==> config.mk <==
export PLATFORM = sky130hd
export DESIGN_NAME = reg_xfer_sequencer_flat
export DESIGN_NICKNAME = d
export VERILOG_FILES = /design/src/rtl/reg_xfer_sequencer_if.sv /design/src/rtl/reg_xfer_sequencer.sv /design/src/flat_wrapper.sv
export SDC_FILE = /design/constraint.sdc
export NUM_CORES = 1
export LEC_CHECK = 0
export BUFFER_PORTS_ARGS = -buffer_cell sky130_fd_sc_hd__buf_4
export CAP_MARGIN = 20
export CORE_MARGIN = 1
export CORE_UTILIZATION = 36
export DETAILED_ROUTE_END_ITERATION = 8
export PLACE_DENSITY = 0.79
export SLEW_MARGIN = 20
export SYNTH_ARGS = -nofsm -noshare
export SYNTH_HDL_FRONTEND = slang
export SYNTH_SLANG_ARGS = --single-unit
==> constraint.sdc <==
create_clock -name clk -period 2.1 [get_ports clk]
set_clock_uncertainty 0.2 [all_clocks]
set_input_delay 0.21 -clock clk [delete_from_list [all_inputs] [get_ports clk]]
set_output_delay 0.21 -clock clk [all_outputs]
set_load 0.1 [all_outputs]
==> src/rtl/reg_xfer_sequencer_if.sv <==
// Handshake and datapath-strobe bundle between fetch control, the T-state sequencer and the
// register select/encode logic.
interface reg_xfer_sequencer_if #(
  parameter int OP_W = 5
);
  logic            start;
  logic [31:0]     ir;
  logic            busy;
  logic            done;
  logic            illegal;
  logic            gra;
  logic            grb;
  logic            grc;
  logic            rin;
  logic            rout;
  logic            baout;
  logic            yin;
  logic            cout;
  logic            zin;
  logic            zlowout;
  logic            zhighout;
  logic            loin;
  logic            hiin;
  logic [OP_W-1:0] alu_op;

  // master: the sequencer, which drives the strobes
  modport master (
    input  start, ir,
    output busy, done, illegal, gra, grb, grc, rin, rout, baout, yin, cout,
           zin, zlowout, zhighout, loin, hiin, alu_op
  );

  modport slave (
    output start, ir,
    input  busy, done, illegal, gra, grb, grc, rin, rout, baout, yin, cout,
           zin, zlowout, zhighout, loin, hiin, alu_op
  );
endinterface

==> src/rtl/reg_xfer_sequencer.sv <==
// T-state sequencer for register-ALU, immediate-ALU, mul/div and unary instructions.
// Strobes are Moore outputs decoded from the state register and the latched opcode.
module reg_xfer_sequencer #(
  parameter int MULDIV_EN = 1,
  parameter int OP_W      = 5
) (
  input  logic                 clk,
  input  logic                 clear,
  reg_xfer_sequencer_if.master bus
);

  typedef enum logic [2:0] {
    ST_IDLE,
    ST_T3,
    ST_T4,
    ST_T5,
    ST_T6,
    ST_ERR
  } state_t;

  typedef enum logic [2:0] {
    CL_RR,
    CL_IMM,
    CL_MD,
    CL_UN,
    CL_ILL
  } op_class_t;

  localparam logic [OP_W-1:0] OP_ADD  = OP_W'(5'b00011);
  localparam logic [OP_W-1:0] OP_ROL  = OP_W'(5'b01011);
  localparam logic [OP_W-1:0] OP_ADDI = OP_W'(5'b01100);
  localparam logic [OP_W-1:0] OP_ORI  = OP_W'(5'b01110);
  localparam logic [OP_W-1:0] OP_MUL  = OP_W'(5'b01111);
  localparam logic [OP_W-1:0] OP_DIV  = OP_W'(5'b10000);
  localparam logic [OP_W-1:0] OP_NEG  = OP_W'(5'b10001);
  localparam logic [OP_W-1:0] OP_NOT  = OP_W'(5'b10010);

  function automatic op_class_t classify(input logic [OP_W-1:0] op);
    op_class_t cl;
    cl = CL_ILL;
    if (op >= OP_ADD && op <= OP_ROL)
      cl = CL_RR;
    else if (op >= OP_ADDI && op <= OP_ORI)
      cl = CL_IMM;
    else if ((op == OP_MUL || op == OP_DIV) && (MULDIV_EN != 0))
      cl = CL_MD;
    else if (op == OP_NEG || op == OP_NOT)
      cl = CL_UN;
    return cl;
  endfunction

  state_t          state_reg;
  state_t          state_next;
  logic [OP_W-1:0] opcode_reg;
  logic [OP_W-1:0] ir_op;
  op_class_t       start_class;
  op_class_t       cur_class;

  assign ir_op       = bus.ir[31 -: OP_W];
  assign start_class = classify(ir_op);
  assign cur_class   = classify(opcode_reg);

  always_ff @(posedge clk) begin
    if (clear) begin
      state_reg  <= ST_IDLE;
      opcode_reg <= '0;
    end else begin
      state_reg <= state_next;
      // Only IDLE accepts start, so a start while busy leaves the opcode alone.
      if (state_reg == ST_IDLE && bus.start)
        opcode_reg <= ir_op;
    end
  end

  logic gra, grb, grc, rin, rout, yin, cout, zin;
  logic zlowout, zhighout, loin, hiin, done, illegal;

  always_comb begin
    state_next = state_reg;
    gra        = 1'b0;
    grb        = 1'b0;
    grc        = 1'b0;
    rin        = 1'b0;
    rout       = 1'b0;
    yin        = 1'b0;
    cout       = 1'b0;
    zin        = 1'b0;
    zlowout    = 1'b0;
    zhighout   = 1'b0;
    loin       = 1'b0;
    hiin       = 1'b0;
    done       = 1'b0;
    illegal    = 1'b0;
    case (state_reg)
      ST_IDLE: begin
        if (bus.start)
          state_next = (start_class == CL_ILL) ? ST_ERR : ST_T3;
      end
      ST_T3: begin
        grb  = 1'b1;
        rout = 1'b1;
        // Unary ops feed the ALU straight from Rb; everything else parks Rb in Y.
        if (cur_class == CL_UN)
          zin = 1'b1;
        else
          yin = 1'b1;
        state_next = ST_T4;
      end
      ST_T4: begin
        case (cur_class)
          CL_UN: begin
            zlowout    = 1'b1;
            gra        = 1'b1;
            rin        = 1'b1;
            done       = 1'b1;
            state_next = ST_IDLE;
          end
          CL_IMM: begin
            cout       = 1'b1;
            zin        = 1'b1;
            state_next = ST_T5;
          end
          default: begin
            grc        = 1'b1;
            rout       = 1'b1;
            zin        = 1'b1;
            state_next = ST_T5;
          end
        endcase
      end
      ST_T5: begin
        zlowout = 1'b1;
        if (cur_class == CL_MD) begin
          loin       = 1'b1;
          state_next = ST_T6;
        end else begin
          gra        = 1'b1;
          rin        = 1'b1;
          done       = 1'b1;
          state_next = ST_IDLE;
        end
      end
      ST_T6: begin
        zhighout   = 1'b1;
        hiin       = 1'b1;
        done       = 1'b1;
        state_next = ST_IDLE;
      end
      ST_ERR: begin
        illegal    = 1'b1;
        state_next = ST_IDLE;
      end
      default: state_next = ST_IDLE;
    endcase
  end

  assign bus.busy     = (state_reg != ST_IDLE);
  assign bus.done     = done;
  assign bus.illegal  = illegal;
  assign bus.gra      = gra;
  assign bus.grb      = grb;
  assign bus.grc      = grc;
  assign bus.rin      = rin;
  assign bus.rout     = rout;
  assign bus.baout    = rout;
  assign bus.yin      = yin;
  assign bus.cout     = cout;
  assign bus.zin      = zin;
  assign bus.zlowout  = zlowout;
  assign bus.zhighout = zhighout;
  assign bus.loin     = loin;
  assign bus.hiin     = hiin;
  assign bus.alu_op   = zin ? opcode_reg : '0;

endmodule

==> src/flat_wrapper.sv <==
// flat-port wrapper written by rule: the top's interface ports become plain ports
module reg_xfer_sequencer_flat 
#(
  parameter int MULDIV_EN = 1,
  parameter int OP_W      = 5
)
  (clk, clear, bus_start, bus_ir, bus_busy, bus_done, bus_illegal, bus_gra, bus_grb, bus_grc, bus_rin, bus_rout, bus_baout, bus_yin, bus_cout, bus_zin, bus_zlowout, bus_zhighout, bus_loin, bus_hiin, bus_alu_op);
  reg_xfer_sequencer_if #(.OP_W(OP_W)) bus_i ();
  input  logic clk;
  input  logic clear;
  input wire logic [$bits(bus_i.start)-1:0] bus_start;
  input wire logic [$bits(bus_i.ir)-1:0] bus_ir;
  output wire logic [$bits(bus_i.busy)-1:0] bus_busy;
  output wire logic [$bits(bus_i.done)-1:0] bus_done;
  output wire logic [$bits(bus_i.illegal)-1:0] bus_illegal;
  output wire logic [$bits(bus_i.gra)-1:0] bus_gra;
  output wire logic [$bits(bus_i.grb)-1:0] bus_grb;
  output wire logic [$bits(bus_i.grc)-1:0] bus_grc;
  output wire logic [$bits(bus_i.rin)-1:0] bus_rin;
  output wire logic [$bits(bus_i.rout)-1:0] bus_rout;
  output wire logic [$bits(bus_i.baout)-1:0] bus_baout;
  output wire logic [$bits(bus_i.yin)-1:0] bus_yin;
  output wire logic [$bits(bus_i.cout)-1:0] bus_cout;
  output wire logic [$bits(bus_i.zin)-1:0] bus_zin;
  output wire logic [$bits(bus_i.zlowout)-1:0] bus_zlowout;
  output wire logic [$bits(bus_i.zhighout)-1:0] bus_zhighout;
  output wire logic [$bits(bus_i.loin)-1:0] bus_loin;
  output wire logic [$bits(bus_i.hiin)-1:0] bus_hiin;
  output wire logic [$bits(bus_i.alu_op)-1:0] bus_alu_op;
  assign bus_i.start = bus_start;
  assign bus_i.ir = bus_ir;
  assign bus_busy = bus_i.busy;
  assign bus_done = bus_i.done;
  assign bus_illegal = bus_i.illegal;
  assign bus_gra = bus_i.gra;
  assign bus_grb = bus_i.grb;
  assign bus_grc = bus_i.grc;
  assign bus_rin = bus_i.rin;
  assign bus_rout = bus_i.rout;
  assign bus_baout = bus_i.baout;
  assign bus_yin = bus_i.yin;
  assign bus_cout = bus_i.cout;
  assign bus_zin = bus_i.zin;
  assign bus_zlowout = bus_i.zlowout;
  assign bus_zhighout = bus_i.zhighout;
  assign bus_loin = bus_i.loin;
  assign bus_hiin = bus_i.hiin;
  assign bus_alu_op = bus_i.alu_op;
  reg_xfer_sequencer #(.MULDIV_EN(MULDIV_EN), .OP_W(OP_W)) u_core (.clk(clk), .clear(clear), .bus(bus_i));
endmodule
==> summary.md <==
| Metric | Value |
|---|---|
| Area of the multi-input gates | `between 500 and 600 um2` |
| Clock share of power | `0.157` |
| Slew HR | `0.668` |
| Global-route wire length before repair | `roughly 2600 um` |
| Post-synthesis cell area | `a little over 600 um2` |
| GP Congestion | `roughly 0.71` |
| CTS Buf Count | `3` |
| EDFF count, synth | `0` |
| Gr usage total | `0.184` |
| # port buffers | `28` |
| Fin crit share | `1.01` |
| Setup CP Type | `reg2out` |
| Routed WL | `between 1500 and 2000 um` |
| Synth area leaders | `dfxtp_1 (27%), mux2i_1 (8.3%), nor2_1 (5.6%)` |
| Post-Syn Area per Cell | `8.62 um2` |
| Max clock buf depth | `2` |
| Yosys warnings | `0` |
| Switching Fraction | `0.478` |
| RSZ-0062 raised after global routing | `true` |
| Initial antenna violation count | `0` |
| Max reg flops | `5` |
| Vias | `632` |
| Largest net degree at the start of global routing | `9` |
| Worst-Margin Slew | `0.496 ns` |
| CP Capture Type | `primary output` |
| DRT Pass-1 Iters | `4` |
| Ant diodes | `0` |
| Core box area | `between 1500 and 2000 um2` |
| Synth Instances | `70` |
| Nets@finish | `roughly 140` |
| Initial core utilization | `0.391` |
| Initial drt markers | `9` |
| Pwr per Cell Area | `approximately 640 nW/um2` |
| Final Max Tran Viols | `0` |
| Final ANT Viol Nets | `0` |
| Synth unique cells | `35` |
| Clk slew on worst S/H paths | `roughly 0.050 ns` |
| Leading area contributor after synthesis | `dfxtp_1` |
| Die H | `between 40 and 50 um` |
| Row count | `14` |
| Max VDD drop | `0.000391 V` |
| IO Pins | `between 50 and 60` |
| Power Total | `roughly 730 uW` |
| Final worst slack | `-0.0202 ns` |
| Fmax | `between 0.4 and 0.5 GHz` |
| Final Critical Period | `around 2.1 ns` |
| Most frequent cells in the layout | `buf_4 (26), nor2_1 (9), buf_12 (6)` |
| Commonest non-fill, non-tap cell in the layout | `buf_4` |
| FF+latch count, synth | `8` |
| Final hold violation count | `0` |
| Outcome | `complete, but fails checks` |
| Post-synth ARST share | `0` |
| Layout cell share with drive strength beyond 1 | `0.692` |
| Die width | `42.9 um` |
| Syn_nets | `around 110` |
| R2r startpoint | `u_core.state_reg[0]` |
| Seq/Total Area, Yosys | `0.266` |
| Total grt overflow | `0` |
| Internal | `approximately 380 uW` |
| Global-route track usage on met2 | `0.333` |
| Met1 Use GR | `0.205` |
| Register-to-register setup slack | `0.44 ns` |
| Share of the synthesized area in the top cell type | `0.266` |
| Setup violators final | `3` |
| Wire per inst | `approximately 13 um` |
| Main flop type after synthesis | `dfxtp_1` |
| CP arrival | `1.71 ns` |
| LEAKAGE | `roughly 0.46 nW` |
| # clock sinks | `8` |
| Finished Cell Area | `approximately 1100 um2` |
| Max-cap viol count | `0` |
| Clock Tree Root | `clkbuf_4` |
| Vias in the first global route | `between 500 and 600` |
| DRC | `0` |
| P_sw | `between 300 and 400 uW` |
| CTS tree | `done` |
| Global-route layer with the greatest usage | `met2` |
| Synthesis-to-finish area growth | `89.2%` |
| Sequential power share | `0.264` |
| Die area | `between 1500 and 2000 um2` |
| Failing checks | `negative setup slack` |
| CP startpoint kind | `flop` |
| Post-Place Setup Slack | `0.00630 ns` |
| Fillers | `~110` |
| WHS Path Cells | `3` |
| H-tree depth | `1` |
| Clk_lat worst skew | `about 0.25 ns` |
| Min-Delay Path Class | `in2reg` |
| Worst Reg2Reg Path Length in Cells | `4` |
| Hold Path End | `u_core.opcode_reg[1]` |
| Largest fanout on the critical path | `5` |
| Reg2reg end | `u_core.opcode_reg[4]` |
| Worst EP required | `about 1.7 ns` |
| Register area | `around 170 um2` |
| Comb pwr share | `0.579` |
| Via density | `between 5 and 6` |
| DP HPWL | `around 1200 um` |
| Hold path startpoint | `bus_ir[28]` |
| DP Area | `just over 900 um2` |
| GR Layer Usage met3 | `0.0170` |
## stage by stage
stage	utilization	setup TNS (ns)	std cells	hold slack [ns]
final	0.740	-0.0577	120	0.0123
after global routing	0.740	-0.316	120	0.0222
after CTS	0.672	0	118	0.00827
after detailed placement	0.587	0	112	0.248
after global placement	0.587	0	112	0.238
after floorplan	-	-1.08	70	0.157
## timing repair
| item | in CTS | in global routing |
|---|---|---|
| endpoints found under the hold margin | 8 | 0 |
| pin swaps | 2 | 6 |
| resized for setup | 22 | 18 |
| setup buffers | 1 | 4 |
| setup endpoints to repair | 8 | 8 |
| hold buffers | 2 | 0 |
## critical path, cell delays in order (launching register included)
cell     delay, ns
dfxtp_4       0.36
or3b_4        0.42
o21ai_4       0.18
a21oi_4       0.07
or2_4         0.26
buf_12        0.17
## synth_stat cells (all sizes together), types with 2 or more instances
library cell and instances:
nor2 9, dfxtp 8, nor2b 7, buf 6
mux2i 6, and2 4, a21oi 3, nand2 3
nor3b 3, and2b 2, o21ai 2, or3 2
xor2 2
## kinds of logic after synthesis
group / share of synthesized area
and+or+nand+nor: 0.413
AOI/OAI and AO/OA: 0.0934
DFF: 0.266
buffers and inverters: 0.0933
muxes: 0.106
xor gates and xnor gates: 0.0291
## final cells by class
| class | instances | area share |
|---|---|---|
| repair buffers | 37 | 0.323 |
| flip-flops and latches | 8 | 0.152 |
| well taps | 16 | 0.0175 |
| multi-input cells | 55 | 0.484 |
| clock buffers | 3 | 0.0197 |
| inverters | 1 | 0.00329 |
## layer usage
| metal | routed length, um | up-vias |
|---|---|---|
| met4 | 74 | 0 |
| met2 | 815 | 28 |
| met3 | 89 | 9 |
| li1 | - | 305 |
| met1 | 627 | 290 |
| met5 | 0 | - |
## power groups by stage
stage          Sequential [mW]  Clock [mW]  Combinational, mW
2_1_floorplan            0.180           0              0.325
3_3_place_gp             0.189           0              0.358
3_5_place_dp             0.190           0              0.363
4_1_cts                  0.190       0.120              0.392
5_1_grt                  0.196       0.128              0.440
6_report                 0.193       0.114              0.423
## how the worst max path moves through the flow
stage / start / to / cells after the start / slack [ns]
floorplan: u_core.state_reg[1] / bus_rout / 6 / -0.27
global placement: u_core.opcode_reg[4] / bus_alu_op[4] / 5 / 0.08
detailed placement: u_core.opcode_reg[4] / bus_alu_op[0] / 5 / 0.006
CTS: u_core.opcode_reg[2] / bus_baout / 5 / 0.01
global route: u_core.opcode_reg[4] / bus_done / 5 / -0.09
finish: u_core.opcode_reg[3] / bus_baout / 5 / -0.02
No activity file was read; power rests on OpenSTA's default activity.
